===== config.mk =====
export PLATFORM = sky130hd
export DESIGN_NAME = imem_loader
export DESIGN_NICKNAME = d
export VERILOG_FILES = /design/src/rtl/imem_loader.sv
export SDC_FILE = /design/constraint.sdc
export NUM_CORES = 1
export LEC_CHECK = 0
export ABC_AREA = 1
export BUFFER_PORTS_ARGS = -buffer_cell sky130_fd_sc_hd__clkbuf_2
export CORE_MARGIN = 2
export CORE_UTILIZATION = 58
export CTS_BUF_LIST = sky130_fd_sc_hd__clkbuf_16
export CTS_CLUSTER_SIZE = 30
export DETAILED_ROUTE_END_ITERATION = 10
export GPL_TIMING_DRIVEN = 0
export PLACE_DENSITY = 0.87
export SYNTH_ARGS = -nofsm -noshare
export SYNTH_HDL_FRONTEND = slang
export SYNTH_SLANG_ARGS = --single-unit

===== constraint.sdc =====
create_clock -name clock_i -period 4 [get_ports clock_i]
set_input_delay 0.2 -clock clock_i [delete_from_list [all_inputs] [get_ports clock_i]]
set_output_delay 0.2 -clock clock_i [all_outputs]
set_load 0.02 [all_outputs]

===== src/rtl/imem_loader.sv =====
`default_nettype none
// ============================================================================
// Module      : imem_loader
// Description : Builds instruction words from nibble entries, writes them to
//               instruction memory from address 0, and holds the processor in
//               reset while a load session is in progress.
// Revision    : 1.0 - initial release
// ============================================================================
module imem_loader #(
    parameter int ADDR_W = 5,
    parameter int DATA_W = 16
) (
    input  logic              clock_i,
    input  logic              reset_i,
    input  logic              start_i,
    input  logic [3:0]        nib_i,
    input  logic              nib_valid_i,
    input  logic              commit_i,
    output logic              wr_en_o,
    output logic [ADDR_W-1:0] wr_addr_o,
    output logic [DATA_W-1:0] wr_data_o,
    output logic              proc_hold_o,
    output logic              busy_o,
    output logic              done_o,
    output logic [ADDR_W:0]   word_count_o,
    output logic [DATA_W-1:0] disp_word_o,
    output logic [1:0]        state_o
);

    localparam int                c_NIBS      = DATA_W / 4;
    localparam int                c_CNT_W     = (c_NIBS > 1) ? $clog2(c_NIBS) : 1;
    localparam logic [c_CNT_W-1:0] c_LAST_NIB = c_CNT_W'(c_NIBS - 1);
    localparam logic [c_CNT_W-1:0] c_CNT_ONE  = c_CNT_W'(1);
    localparam logic [ADDR_W-1:0] c_LAST_ADDR = {ADDR_W{1'b1}};
    localparam logic [ADDR_W-1:0] c_ADDR_ONE  = ADDR_W'(1);
    localparam logic [ADDR_W:0]   c_WCNT_ONE  = (ADDR_W + 1)'(1);

    typedef enum logic [1:0] {
        S_IDLE  = 2'd0,
        S_ENTRY = 2'd1,
        S_WRITE = 2'd2,
        S_DONE  = 2'd3
    } state_t;

    state_t              state_q, state_d;
    logic [ADDR_W-1:0]   addr_q, addr_d;
    logic [ADDR_W:0]     count_q, count_d;
    logic [DATA_W-1:0]   word_q, word_d;
    logic [c_CNT_W-1:0]  nib_cnt_q, nib_cnt_d;
    logic                nv_prev_q;

    logic                wr_en_q, wr_en_d;
    logic [ADDR_W-1:0]   wr_addr_q, wr_addr_d;
    logic [DATA_W-1:0]   wr_data_q, wr_data_d;
    logic                hold_q, hold_d;
    logic                done_q, done_d;

    logic                w_edge;

    assign w_edge = nib_valid_i & ~nv_prev_q;

    always_ff @(posedge clock_i) begin
        if (reset_i) begin
            state_q   <= S_IDLE;
            addr_q    <= '0;
            count_q   <= '0;
            word_q    <= '0;
            nib_cnt_q <= '0;
            nv_prev_q <= 1'b0;
            wr_en_q   <= 1'b0;
            wr_addr_q <= '0;
            wr_data_q <= '0;
            hold_q    <= 1'b0;
            done_q    <= 1'b0;
        end else begin
            state_q   <= state_d;
            addr_q    <= addr_d;
            count_q   <= count_d;
            word_q    <= word_d;
            nib_cnt_q <= nib_cnt_d;
            nv_prev_q <= nib_valid_i;
            wr_en_q   <= wr_en_d;
            wr_addr_q <= wr_addr_d;
            wr_data_q <= wr_data_d;
            hold_q    <= hold_d;
            done_q    <= done_d;
        end
    end

    always_comb begin
        state_d   = state_q;
        addr_d    = addr_q;
        count_d   = count_q;
        word_d    = word_q;
        nib_cnt_d = nib_cnt_q;

        case (state_q)
            S_IDLE: begin
                // word_count and disp_word stay visible until the next session
                if (start_i) begin
                    state_d   = S_ENTRY;
                    addr_d    = '0;
                    count_d   = '0;
                    word_d    = '0;
                    nib_cnt_d = '0;
                end
            end
            S_ENTRY: begin
                if (commit_i) begin
                    state_d = S_DONE;
                end else if (w_edge) begin
                    word_d    = (word_q << 4) | DATA_W'(nib_i);
                    nib_cnt_d = nib_cnt_q + c_CNT_ONE;
                    if (nib_cnt_q == c_LAST_NIB) begin
                        state_d = S_WRITE;
                    end
                end
            end
            S_WRITE: begin
                addr_d    = addr_q + c_ADDR_ONE;
                count_d   = count_q + c_WCNT_ONE;
                nib_cnt_d = '0;
                word_d    = '0;
                state_d   = (addr_q == c_LAST_ADDR) ? S_DONE : S_ENTRY;
            end
            S_DONE: begin
                state_d = S_IDLE;
            end
            default: begin
                state_d = S_IDLE;
            end
        endcase
    end

    // Output flops are loaded from the next state so they line up with state_q
    always_comb begin
        wr_en_d   = (state_d == S_WRITE);
        wr_addr_d = wr_addr_q;
        wr_data_d = wr_data_q;
        if (state_d == S_WRITE) begin
            wr_addr_d = addr_q;
            wr_data_d = word_d;
        end
        hold_d = (state_d != S_IDLE);
        done_d = (state_d == S_DONE);
    end

    assign wr_en_o      = wr_en_q;
    assign wr_addr_o    = wr_addr_q;
    assign wr_data_o    = wr_data_q;
    assign proc_hold_o  = hold_q;
    assign busy_o       = hold_q;
    assign done_o       = done_q;
    assign word_count_o = count_q;
    assign disp_word_o  = word_q;
    assign state_o      = state_q;

endmodule
`default_nettype wire


Word level (Yosys, flattened, before mapping)
Cells that the tools add are included.
Word-level totals
  word-level logic and storage cells: 51
  bits in registers: 56
Operators by class
  reduce and logical (&&, ||, !) cells: 6
  add/sub/neg operators: 3
  bitwise gates (word level): 3
  equal/unequal tests: 10
  multiplexer cells: 18
Operators with widths (count)
  2-to-1 mux 16 bit: 3
  case mux 16 bit (3 select lines): 1
  2-to-1 mux 2 bit: 8
  bitwise OR 16 x 4 -> 16 bit: 1
  case mux 6 bit (2 select lines): 1
  == test 2 bit (second input constant): 5
  case mux 5 bit (2 select lines): 1
  case mux 2 bit (4 select lines): 1
  adder 6 x 1 -> 6 bit (second input constant): 1
  2-to-1 mux 6 bit: 1
  != test 2 bit (second input constant): 3
  case mux 2 bit (3 select lines): 1
  adder 5 x 1 -> 5 bit (second input constant): 1
  == test 5 bit (second input constant): 1
  2-to-1 mux 5 bit: 1
  AND reduction 4 bit: 1
  nonzero test 2 bit: 2
  nonzero test 3 bit: 1
  adder 2 x 1 -> 2 bit (second input constant): 1
  == test 2 x 1 -> 1 bit (second input constant): 1
  zero test 2 bit: 1
  AND reduction 2 bit: 1
  bitwise AND 1 bit: 1
  NOT 1 bit: 1

Logic depth before layout (Yosys ltp)
Gate-level depths: netlist (run 1).
  depth after elaboration: 6
  mapped depth: 11
  gate-level depth less buffers: 10

Worst setup path after synthesis (run 1)
No wires, ideal clock.
  path type: reg2reg
  start: reg state_q[0], in the netlist state_o[0]
  end: reg wr_data_q[10], in the netlist wr_data_o[10]
  stages on the path, launching flop included: 10
  path slack: 2.521 ns
  period minus slack after synthesis: 1.479 ns
  data arrival time: 1.367 ns
  setup time: 0.113 ns
  cells stage by stage: dfxtp_1 > inv_2 > nor2_2 > buf_6 > nand2_2 > nand2_2 > nand2_4 > buf_2 > nor2_1 > nor2_1
Between the ends
  cells in the longest elaborated chain, start to end: 5
  elaborated cells between the ends (all ways): 11
Ends and longest elaborated chain
  from (decl): RTL line 45  | state_t state_q, state_d;
  from (signal assigned): RTL line 76  | state_q <= state_d;
  2-to-1 mux 2 bit: RTL line 114  | if (nib_cnt_q == c_LAST_NIB) begin
  2-to-1 mux 2 bit: RTL line 111  | end else if (w_edge) begin
  2-to-1 mux 2 bit: RTL line 109  | if (commit_i) begin
  case mux 2 bit (4 select lines): RTL line 97  | case (state_q)
  == test 2 bit: RTL line 140  | if (state_d == S_WRITE) begin
  to (signal assigned): RTL line 84  | wr_data_q <= wr_data_d;
  to (decl): RTL line 54  | logic [DATA_W-1:0] wr_data_q, wr_data_d;
Parallel ways exist; a longest one is shown, timed or not.
A chain may end at the register's enable or synchronous reset.

Final worst setup path (run 1)
  start: reg addr_q[0]
  end: reg wr_data_q[14], in the netlist wr_data_o[14]
Between the ends
  cells in the longest elaborated chain, start to end: 4
Ends and longest elaborated chain
  from (decl): RTL line 46  | logic [ADDR_W-1:0] addr_q, addr_d;
  from (signal assigned): RTL line 77  | addr_q <= addr_d;
  == test 5 bit: RTL line 124  | state_d = (addr_q == c_LAST_ADDR) ? S_DONE : S_ENTRY;
  2-to-1 mux 2 bit: RTL line 124
  case mux 2 bit (4 select lines): RTL line 97
  == test 2 bit: RTL line 140
Every way passes these cells.

==> impl_metrics.csv, run 1 <==
group,metric,value,unit
synthesis,synth.avg_cell_area,6.81,um2
floorplanning,start_util,60.1,%
timing,setup_viol,0,
synthesis,synth.most_common_cell,"nand2_1",
detailed_routing,drt_wl_total,6110,um
setup_path,rr_worst_depth,10,
timing,tightest_slew,0.493,ns
global_routing,grt_pass1_vias,2155,
floorplanning,rows,24,
synthesis,syn-num-nets,395,
detailed_routing,antenna_left,0,
global_routing,grt_pass1_wl,9740,um
global_routing,gr-usage-all-layers,24.6,%
synthesis,synth_edf_count,0,
final_layout,multi_input_area,1160,um2
floorplanning,fp.dieW,71.0,um
final_layout,fillCellCount,366,
setup_path,critPathArrivalTime,1.94,ns
clock_tree,post_cts_buffers,0,
synthesis,syn-cell-area,2600,um2
clock_tree,cts_sinks,56,
timing,setup_tns,0,ns
setup_path,rrSetupSlack,2.25,ns
outcome,status,"finished clean",
final_layout,final_nets,458,
synthesis,synth_ff_type,"dfxtp_1",
synthesis,ys_async_sr_fraction,0,%
global_routing,grt_max_degree,16,
setup_path,cp-end-kind,"flip-flop",
pwr,peakVddDrop,346,uV
timing,timing.final.max_slew_violations,0,
clock_tree,cts_buffer_depth,2,
detailed_routing,drt-vias-per-instance,5.12,
floorplanning,ios,58,
placement,place_congestion,0.868,
timing,fin_skew,0.00330,ns
synthesis,ys_seq_area_share,43.1,%
setup_path,crit_type,"reg2reg",
timing,slew-limit-headroom,67.1,%
final_layout,synthToLayoutAreaGrowth,18.4,%
detailed_routing,drt_iter0_drc,171,
min_path,whs_path_depth,3,
final_layout,seq_area,1120,um2
synthesis,synthTopCellsByArea,"dfxtp_1 43%, nand2_1 17%, inv_1 7.4%",
floorplanning,die_area,5030,um2
synthesis,yosysTopAreaCell,"dfxtp_1",
timing,grt_setup_unrepaired,"false",
placement,numPortBuffers,56,
timing,fmax,572,MHz
setup_path,required,4.19,ns
final_layout,drive_gt1_share,19.6,%
flow_run,drv_cap,0,
placement,place_worst_setup_slack,2.27,ns
clock_tree,holdBufCountCts,0,
min_path,hold_class,"in2reg",
timing,hold_viol,0,
timing,min_period,1.75,ns
clock_tree,cts_tree,"yes",
synthesis,ys.warnings.count,0,
synthesis,netlist_instances,382,
pwr,power_density,399,nW/um2
synthesis,yosysTopAreaCellShare,43.1,%
detailed_routing,wl_per_cell,12.3,um
synthesis,synth_common_cells,"117 x nand2_1, 56 x dfxtp_1, 51 x inv_1",
synthesis,ys_types,24,
final_layout,antenna_cells,0,
setup_path,path_max_fanout,10,
placement,dp_hpwl,4420,um
clock_tree,path_clk_slew,0.07,ns
clock_tree,cts-buffers-inserted,5,
detailed_routing,first_pass_iters,4,
detailed_routing,num_vias,2544,
timing,setup_ws,2.25,ns
clock_tree,htreeDepth,2,
timing,period_share,43.7,%
synthesis,synth-seq-cells,56,
clock_tree,clockRootBuffer,"clkbuf_16",
floorplanning,core,4320,um2
clock_tree,cts-resized-gates,0,
clock_tree,insertion_delay,0.29,ns
global_routing,antenna_found_initial,0,
floorplanning,die_h,71.0,um
global_routing,grt_overflow,0,
setup_path,crit_path_start_kind,"flip-flop",
detailed_routing,drcViolationCount,0,
timing,fin_hold_ws,0.137,ns
pwr,p_leak,1.65,nW
-- sequential cells by signal, indices dropped and copies added, names as in the netlist, 2 cells and up --
name	count
wr_addr_o	5
disp_word_o	16
word_count_o	6
wr_data_o	16
addr_q	5
state_o	2
nib_cnt_q	2
-- worst paths after layout --
kind                                      start         endpoint
worst max-delay path                  addr_q[0]    wr_data_o[14]
worst min register to register  word_count_o[5]  word_count_o[5]
worst min-delay path                nib_valid_i        nv_prev_q
worst max register to register        addr_q[0]    wr_data_o[14]
-- cell families (layout without fill, tap and decap cells) --
| logic type | Yosys count | in the layout | share of synthesized area [%] |
|---|---|---|---|
| simple gates | 208 | 208 | 34.1 |
| fa+ha+maj | 4 | 4 | 1.93 |
| flops | 56 | 56 | 43.1 |
| buf+inv | 71 | 134 | 12.1 |
| compound gates | 43 | 43 | 8.81 |
-- layout by cell type (no fill, tap or decap), drive strengths merged --
cell type / synthesis / final
ha: 4 / 4
nand2: 121 / 121
nand3: 23 / 23
o21ai: 10 / 10
nand4: 3 / 3
nor3: 4 / 4
clkinv: 0 / 1
a21oi: 32 / 32
buf: 12 / 12
inv: 53 / 54
clkbuf: 6 / 67
and3: 1 / 1
nand3b: 4 / 4
o31ai: 1 / 1
dfxtp: 56 / 56
nor2: 52 / 52
-- metrics by stage --
stage / util, % / area (um2) / std cells / power (mW)
after global routing: 71.2 / 3080 / 497 / 1.28
final: 71.2 / 3080 / 497 / 1.23
after floorplan: - / 2600 / 382 / 0.765
after CTS: 71.2 / 3080 / 497 / 1.23
after detailed placement: 68.1 / 2950 / 490 / 0.824
after global placement: 68.1 / 2950 / 490 / 0.818
-- final cells by class --
class / instances / share of cell area (%)
Timing Repair Buffer: 56 / 9.10
Clock buffer: 5 / 4.06
Inverter: 53 / 6.46
Tap cell: 52 / 2.11
Multi-Input combinational cell: 255 / 37.8
Clock inverter: 2 / 0.284
Sequential cell: 56 / 36.4
Buffer: 18 / 3.74
-- per-layer routing --
metal | up-vias | share of wire (%) | global-route usage, % | wire, um
li1 | 1300 | - | - | -
met1 | 1151 | 42 | 30.4 | 2560
met2 | 85 | 50 | 43.3 | 3030
met3 | 8 | 7.3 | 5.27 | 446
met4 | 0 | 1.3 | 7.34 | 80
met5 | - | 0 | 0 | 0
-- worst max-delay path, cell delays in order, from the launching register on --
cell and delay (ns):
dfxtp_1 0.40, ha_1 0.21, inv_1 0.06, nor3_1 0.14, ha_1 0.17, nand2_1 0.06
nand2_2 0.12, nand2_4 0.10, buf_2 0.21, nor2_1 0.12, nor2_1 0.05
-- where the power goes --
group          internal [mW]  switching, mW
Clock                  0.226          0.190
Sequential             0.583         0.0174
Combinational         0.0703          0.143
No activity file was read; power rests on OpenSTA's default activity.
==> run 2, diff against run 1 <==
==> config.mk (replaced) <==
export PLATFORM = sky130hd
export DESIGN_NAME = imem_loader
export DESIGN_NICKNAME = d
export VERILOG_FILES = /design/src/rtl/imem_loader.sv
export SDC_FILE = /design/constraint.sdc
export NUM_CORES = 1
export LEC_CHECK = 0
export ABC_AREA = 0
export BUFFER_PORTS_ARGS = -buffer_cell sky130_fd_sc_hd__clkbuf_2
export CORE_MARGIN = 2
export CORE_UTILIZATION = 52
export CTS_BUF_LIST = sky130_fd_sc_hd__clkbuf_16
export CTS_CLUSTER_SIZE = 30
export DETAILED_ROUTE_END_ITERATION = 10
export GPL_TIMING_DRIVEN = 0
export PLACE_DENSITY = 0.8
export SYNTH_ARGS = -nofsm -noshare
export SYNTH_HDL_FRONTEND = slang
export SYNTH_SLANG_ARGS = --single-unit
==> constraint.sdc (replaced) <==
create_clock -name clock_i -period 1.79 [get_ports clock_i]
set_input_delay 0.0895 -clock clock_i [delete_from_list [all_inputs] [get_ports clock_i]]
set_output_delay 0.0895 -clock clock_i [all_outputs]
set_load 0.02 [all_outputs]
==> run 2 against run 1 <==
Compared with the run above: the run now ends with setup timing left; largest power group unchanged; combinational power rose by 76%; register-to-register slack got worse by 2.3 ns; final area rose by 1.1%; synthesized cell count fell by 36%; die area rose by 0.20%; critical path type unchanged.
==> impl_metrics.csv, run 2 <==
group,metric,value,unit
pwr,power_density,838,nW/um2
global_routing,antenna_found_initial,0,
final_layout,final_nets,324,
detailed_routing,drt_iter0_drc,159,
synthesis,muxShareOfSynthArea,0.964,%
synthesis,yosysTopAreaCellShare,48.0,%
setup_path,timing.rr.start,"addr_q[0]",
clock_tree,cts-buffers-inserted,5,
synthesis,synth_xor_area_share,0,%
detailed_routing,drt_wl_total,6210,um
clock_tree,clockRootBuffer,"clkbuf_16",
placement,dpl_cell_area,2690,um2
timing,fmax,552,MHz
timing,slew-limit-headroom,57.8,%
outcome,failed_checks,"setup timing",
clock_tree,cts_sinks,56,
detailed_routing,drt-vias-per-instance,5.95,
floorplanning,die_h,71.0,um
final_layout,antenna_cells,0,
timing,min_period,1.81,ns
synthesis,synthTopCellsByArea,"dfxtp_1 48%, a21oi_1 6.2%, o211ai_1 5.8%",
synthesis,synth-simple-area-share,13.9,%
detailed_routing,wl_per_cell,17.1,um
synthesis,synth.avg_cell_area,9.61,um2
setup_path,crit_type,"reg2reg",
timing,fin_skew,0.00434,ns
global_routing,grt_pass1_vias,2076,
timing,timing.final.max_slew_violations,0,
placement,numPortBuffers,56,
timing,hold_viol,0,
setup_path,rr_worst_depth,7,
final_layout,utilization,71.5,%
clock_tree,htreeDepth,2,
synthesis,synth_edf_count,0,
floorplanning,die_area,5040,um2
synthesis,ys_types,41,
clock_tree,cts_tree,"yes",
synthesis,ys_async_sr_fraction,0,%
clock_tree,cts_buffer_depth,2,
global_routing,gr-usage-all-layers,24.9,%
timing,setup_viol,14,
synthesis,syn-cell-area,2340,um2
final_layout,drive_gt1_share,42.0,%
detailed_routing,num_vias,2167,
synthesis,synth-seq-cells,56,
floorplanning,start_util,53.6,%
setup_path,r2r-end,"wr_data_o[12]",
floorplanning,ios,58,
timing,setup_ws,-0.0216,ns
synthesis,synth_top_family_by_area,"compound AO/OA/AOI/OAI gates",
setup_path,cp-end-kind,"flip-flop",
clock_tree,path_clk_slew,0.07,ns
clock_tree,holdBufCountCts,0,
pwr,peakVddDrop,685,uV
setup_path,rrSetupSlack,-0.02,ns
final_layout,synthToLayoutAreaGrowth,33.2,%
flow_run,drv_cap,0,
setup_path,critPathArrivalTime,1.97,ns
synthesis,synthAdderAreaFrac,2.14,%
global_routing,grt_max_degree,16,
global_routing,grt_pass1_wl,9960,um
timing,grt_setup_unrepaired,"true",
final_layout,design_area,3110,um2
synthesis,synth_common_cells,"56 x dfxtp_1, 32 x nor2_1, 29 x a21oi_1",
synthesis,netlist_instances,243,
placement,place_congestion,0.811,
global_routing,grt_overflow,0,
min_path,whs_path_depth,3,
min_path,worstHoldStart,"nib_i[3]",
synthesis,synth_compound_area_share,30.4,%
setup_path,crit_path_start_kind,"flip-flop",
detailed_routing,drcViolationCount,0,
setup_path,required,1.95,ns
synthesis,yosysTopAreaCell,"dfxtp_1",
placement,dp_hpwl,4060,um
final_layout,final_common_cell,"clkbuf_2",
min_path,min_to,"disp_word_o[3]",
pwr,p_leak,1.21,nW
floorplanning,core,4350,um2
final_layout,layout_common_cells,"57 x clkbuf_2, 52 x dfxtp_1, 31 x nor2_1",
outcome,status,"finished, violations left",
synthesis,synth.most_common_cell,"dfxtp_1",
timing,tightest_slew,0.632,ns
floorplanning,rows,24,
pwr,power,2.61,mW
detailed_routing,first_pass_iters,4,
timing,fin_hold_ws,0.0434,ns
setup_path,path_max_fanout,5,
detailed_routing,antenna_left,0,
synthesis,ys.warnings.count,0,
floorplanning,fp.dieW,71.0,um
synthesis,syn-num-nets,256,
synthesis,synth_ff_type,"dfxtp_1",
timing,period_share,101,%
min_path,hold_class,"in2reg",
clock_tree,insertion_delay,0.29,ns
synthesis,ys_seq_area_share,48.0,%
run 2: area by class of cell:
class | count | area, um2
multi-input combinational | 166 | 1300
fill | 309 | 1240
sequential | 56 | 1130
timing repair buffer | 61 | 338
buffer | 21 | 146
clock buffer | 5 | 125
tap | 52 | 65.1
clock inverter | 3 | 11.3
run 2: per-layer routing:
layer | vias up | track usage, % | part of all wire (%)
met2 | 70 | 40.5 | 49
li1 | 1033 | - | -
met4 | 0 | 7.76 | 1.1
met5 | - | 0 | 0
met1 | 1058 | 32.4 | 45
met3 | 6 | 6.84 | 5.2
run 2: worst max-delay path, cell delays in order (launching register included):
cell	delay [ns]
dfxtp_4	0.36
ha_4	0.16
and3_4	0.18
ha_4	0.16
a221o_2	0.44
buf_8	0.17
a21oi_2	0.14
a211oi_2	0.06
run 2: kinds of logic after synthesis:
logic type | count (synthesis)
AOI/OAI and AO/OA | 96
DFF | 56
buffers and inverters | 21
and+or+nand+nor | 64
muxes | 2
adders and majority gates | 4
run 2: worst max-delay path by stage:
stage                         start       endpoint  slack, ns  cells after the start
after floorplan           addr_q[0]   wr_data_o[6]      0.007                      7
after global placement    addr_q[0]   wr_data_o[7]      -0.23                      7
after detailed placement  addr_q[0]   wr_data_o[7]      -0.26                      7
after CTS                 addr_q[0]  wr_data_o[12]      0.002                      7
after global routing      addr_q[1]   wr_data_o[1]      -0.07                      7
final                     addr_q[0]  wr_data_o[12]      -0.02                      7
run 2: repair_timing:
action,in CTS,in global routing
gates cloned,2,0
pin swaps,8,10
endpoints found under the setup margin,26,35
resized for setup,42,25
buffers inserted,3,0
run 2: through the flow:
step / setup slack [ns] / std cells / TNS (ns)
2_1_floorplan: 0.00653 / 243 / 0
3_3_place_gp: -0.225 / 351 / -2.81
3_5_place_dp: -0.260 / 351 / -3.56
4_1_cts: 0.00198 / 364 / 0
5_1_grt: -0.0738 / 364 / -0.972
6_report: -0.0216 / 364 / -0.168
run 2: power breakdown:
part	internal, mW	switching, mW	total [mW]
clock	0.505	0.423	0.928
sequential	1.28	0.0287	1.30
combinational	0.136	0.239	0.375
total	1.92	0.691	2.61
==> run 3, diff against run 2 <==
--- a/config.mk
+++ b/config.mk
@@ -13,6 +13,7 @@
 export CTS_CLUSTER_SIZE = 30
 export DETAILED_ROUTE_END_ITERATION = 10
 export GPL_TIMING_DRIVEN = 0
+export MAX_ROUTING_LAYER = met4
 export PLACE_DENSITY = 0.8
 export SYNTH_ARGS = -nofsm -noshare
 export SYNTH_HDL_FRONTEND = slang
==> constraint.sdc (replaced) <==
create_clock -name clock_i -period 1.7 [get_ports clock_i]
set_input_delay 0.085 -clock clock_i [delete_from_list [all_inputs] [get_ports clock_i]]
set_output_delay 0.085 -clock clock_i [all_outputs]
set_load 0.02 [all_outputs]
==> run 3 against run 2 <==
Compared with the run above: the flow still finishes with violations (setup timing); worst setup slack got worse by 0.036 ns; final area is 1.4% lower; clock power increased by 3.9%; maximum frequency increased by 3.0%; routed wire length is 4.6% lower; sequential power rose by 5%; non-clock buffer count is 2 higher; critical endpoint is now wr_data_o[11]; largest power group unchanged.
==> impl_metrics.csv, run 3 (same netlist as run 2, synthesis figures left out) <==
group,metric,value,unit
outcome,status,"finished, violations left",
outcome,failed_checks,"setup timing",
timing,hold_viol,0,
final_layout,drive_gt1_share,40.9,%
pwr,power_density,883,nW/um2
setup_path,critPathArrivalTime,1.90,ns
floorplanning,core,4350,um2
detailed_routing,wl_per_cell,16.2,um
clock_tree,clockRootBuffer,"clkbuf_16",
floorplanning,ios,58,
final_layout,layout_common_cells,"57 x clkbuf_2, 52 x dfxtp_1, 31 x nor2_1",
final_layout,fin_cells,365,
floorplanning,start_util,53.6,%
floorplanning,fp.dieW,71.0,um
timing,period_share,103,%
global_routing,grt_overflow,0,
setup_path,crit_path_start_kind,"flip-flop",
placement,dp_hpwl,4070,um
setup_path,rrSetupSlack,-0.06,ns
final_layout,final_common_cell,"clkbuf_2",
clock_tree,cts_sinks,56,
clock_tree,cts_buffer_depth,2,
setup_path,path_max_fanout,10,
floorplanning,die_area,5040,um2
detailed_routing,drt_iter0_drc,171,
min_path,hold_class,"in2reg",
setup_path,cp_cell_sequence,"ha_4 -> and3_4 -> ha_4 -> a221o_1 -> clkbuf_8 -> a21oi_2 -> a211oi_2",
final_layout,final_nets,326,
timing,tightest_slew,0.667,ns
final_layout,synthToLayoutAreaGrowth,31.4,%
detailed_routing,drt_wl_total,5920,um
setup_path,crit_buf_inv,1,
timing,slew-limit-headroom,55.5,%
pwr,p_leak,1.19,nW
global_routing,grt_pass1_wl,9600,um
global_routing,antenna_found_initial,0,
timing,min_period,1.76,ns
final_layout,antenna_cells,0,
timing,grt_setup_unrepaired,"true",
setup_path,cp-end-kind,"flip-flop",
placement,dpl_cell_area,2720,um2
flow_run,drv_cap,0,
clock_tree,insertion_delay,0.29,ns
setup_path,critPathMaxStageDelay,0.35,ns
floorplanning,rows,24,
floorplanning,die_h,71.0,um
detailed_routing,num_vias,2132,
clock_tree,cts-buffers-inserted,5,
setup_path,crit_type,"reg2reg",
global_routing,gr-usage-all-layers,24.6,%
timing,timing.final.max_slew_violations,0,
timing,setup_tns,-0.572,ns
detailed_routing,drt-vias-per-instance,5.84,
timing,fin_hold_ws,0.0485,ns
clock_tree,path_clk_slew,0.07,ns
setup_path,crit_slowest_cell,"dfxtp_4",
setup_path,critPathTopFamily,"compound AO/OA/AOI/OAI gates",
clock_tree,htreeDepth,2,
final_layout,utilization,70.5,%
clock_tree,holdBufCountCts,0,
setup_path,crit_top_cell,"ha_4",
detailed_routing,drcViolationCount,0,
detailed_routing,antenna_left,0,
setup_path,required,1.85,ns
clock_tree,cts_tree,"yes",
timing,setup_viol,15,
placement,numPortBuffers,56,
timing,fmax,569,MHz
timing,setup_ws,-0.0581,ns
global_routing,grt_pass1_vias,1993,
placement,dp.cells,351,
pwr,peakVddDrop,613,uV
timing,fin_skew,0.00449,ns
placement,place_congestion,0.817,
final_layout,design_area,3070,um2
global_routing,grt_max_degree,16,
detailed_routing,first_pass_iters,4,
[run 3: changes by cell type in the layout (fill, tap and decap cells not counted), moves of 2 or more]
cell | before | now
a21oi_2 | 12 | 10
a21oi_4 | 3 | 0
a21oi_1 | 14 | 19
buf_4 | 5 | 7
[run 3: per-stage QoR]
stage                     worst slack (ns)  total power, mW
final                              -0.0581             2.71
after global placement              -0.290             1.70
after global routing                -0.128             2.79
after floorplan                    -0.0254             1.61
after CTS                          -0.0462             2.71
after detailed placement            -0.343             1.71
[run 3: tightest hold or removal path: stages]
cell      delay [ns]
clkbuf_2        0.08
a21boi_1        0.06
nor2_1          0.08
[run 3: path summary, 6_finish.rpt]
path,start,endpoint,depth (start not counted)
min,nib_i[2],disp_word_o[2],3
max reg2reg,addr_q[0],wr_data_o[11],7
max,addr_q[0],wr_data_o[11],7
min reg2reg,wr_addr_o[3],wr_addr_o[3],2
[run 3: layout make-up]
class | instances | area [um2]
multi-input cells | 166 | 1250
plain buffers | 20 | 144
clock inverters | 2 | 8.76
repair buffers | 64 | 345
flip-flops and latches | 56 | 1130
fillers | 345 | 1280
clock buffers | 5 | 125
well taps | 52 | 65.1
[run 3: power by group]
group / switching [mW] / internal, mW
Combinational: 0.236 / 0.138
Clock: 0.434 / 0.530
Sequential: 0.0294 / 1.34
[run 3: layer usage]
layer / wire [um] / part of all wire [%] / GRT usage [%] / vias to the layer above
met5: 0 / 0 / - / -
met4: 76 / 1.3 / 8.18 / 0
met3: 247 / 4.2 / 3.56 / 7
met2: 2850 / 48 / 38.2 / 66
met1: 2750 / 46 / 33.1 / 1023
li1: - / - / - / 1036
[run 3: timing repair]
action                                  CTS  global route
cloned                                    0             1
endpoints found under the setup margin   31            25
pin swaps                                 4             3
gates resized for setup                  43             9
setup buffers                             4             3
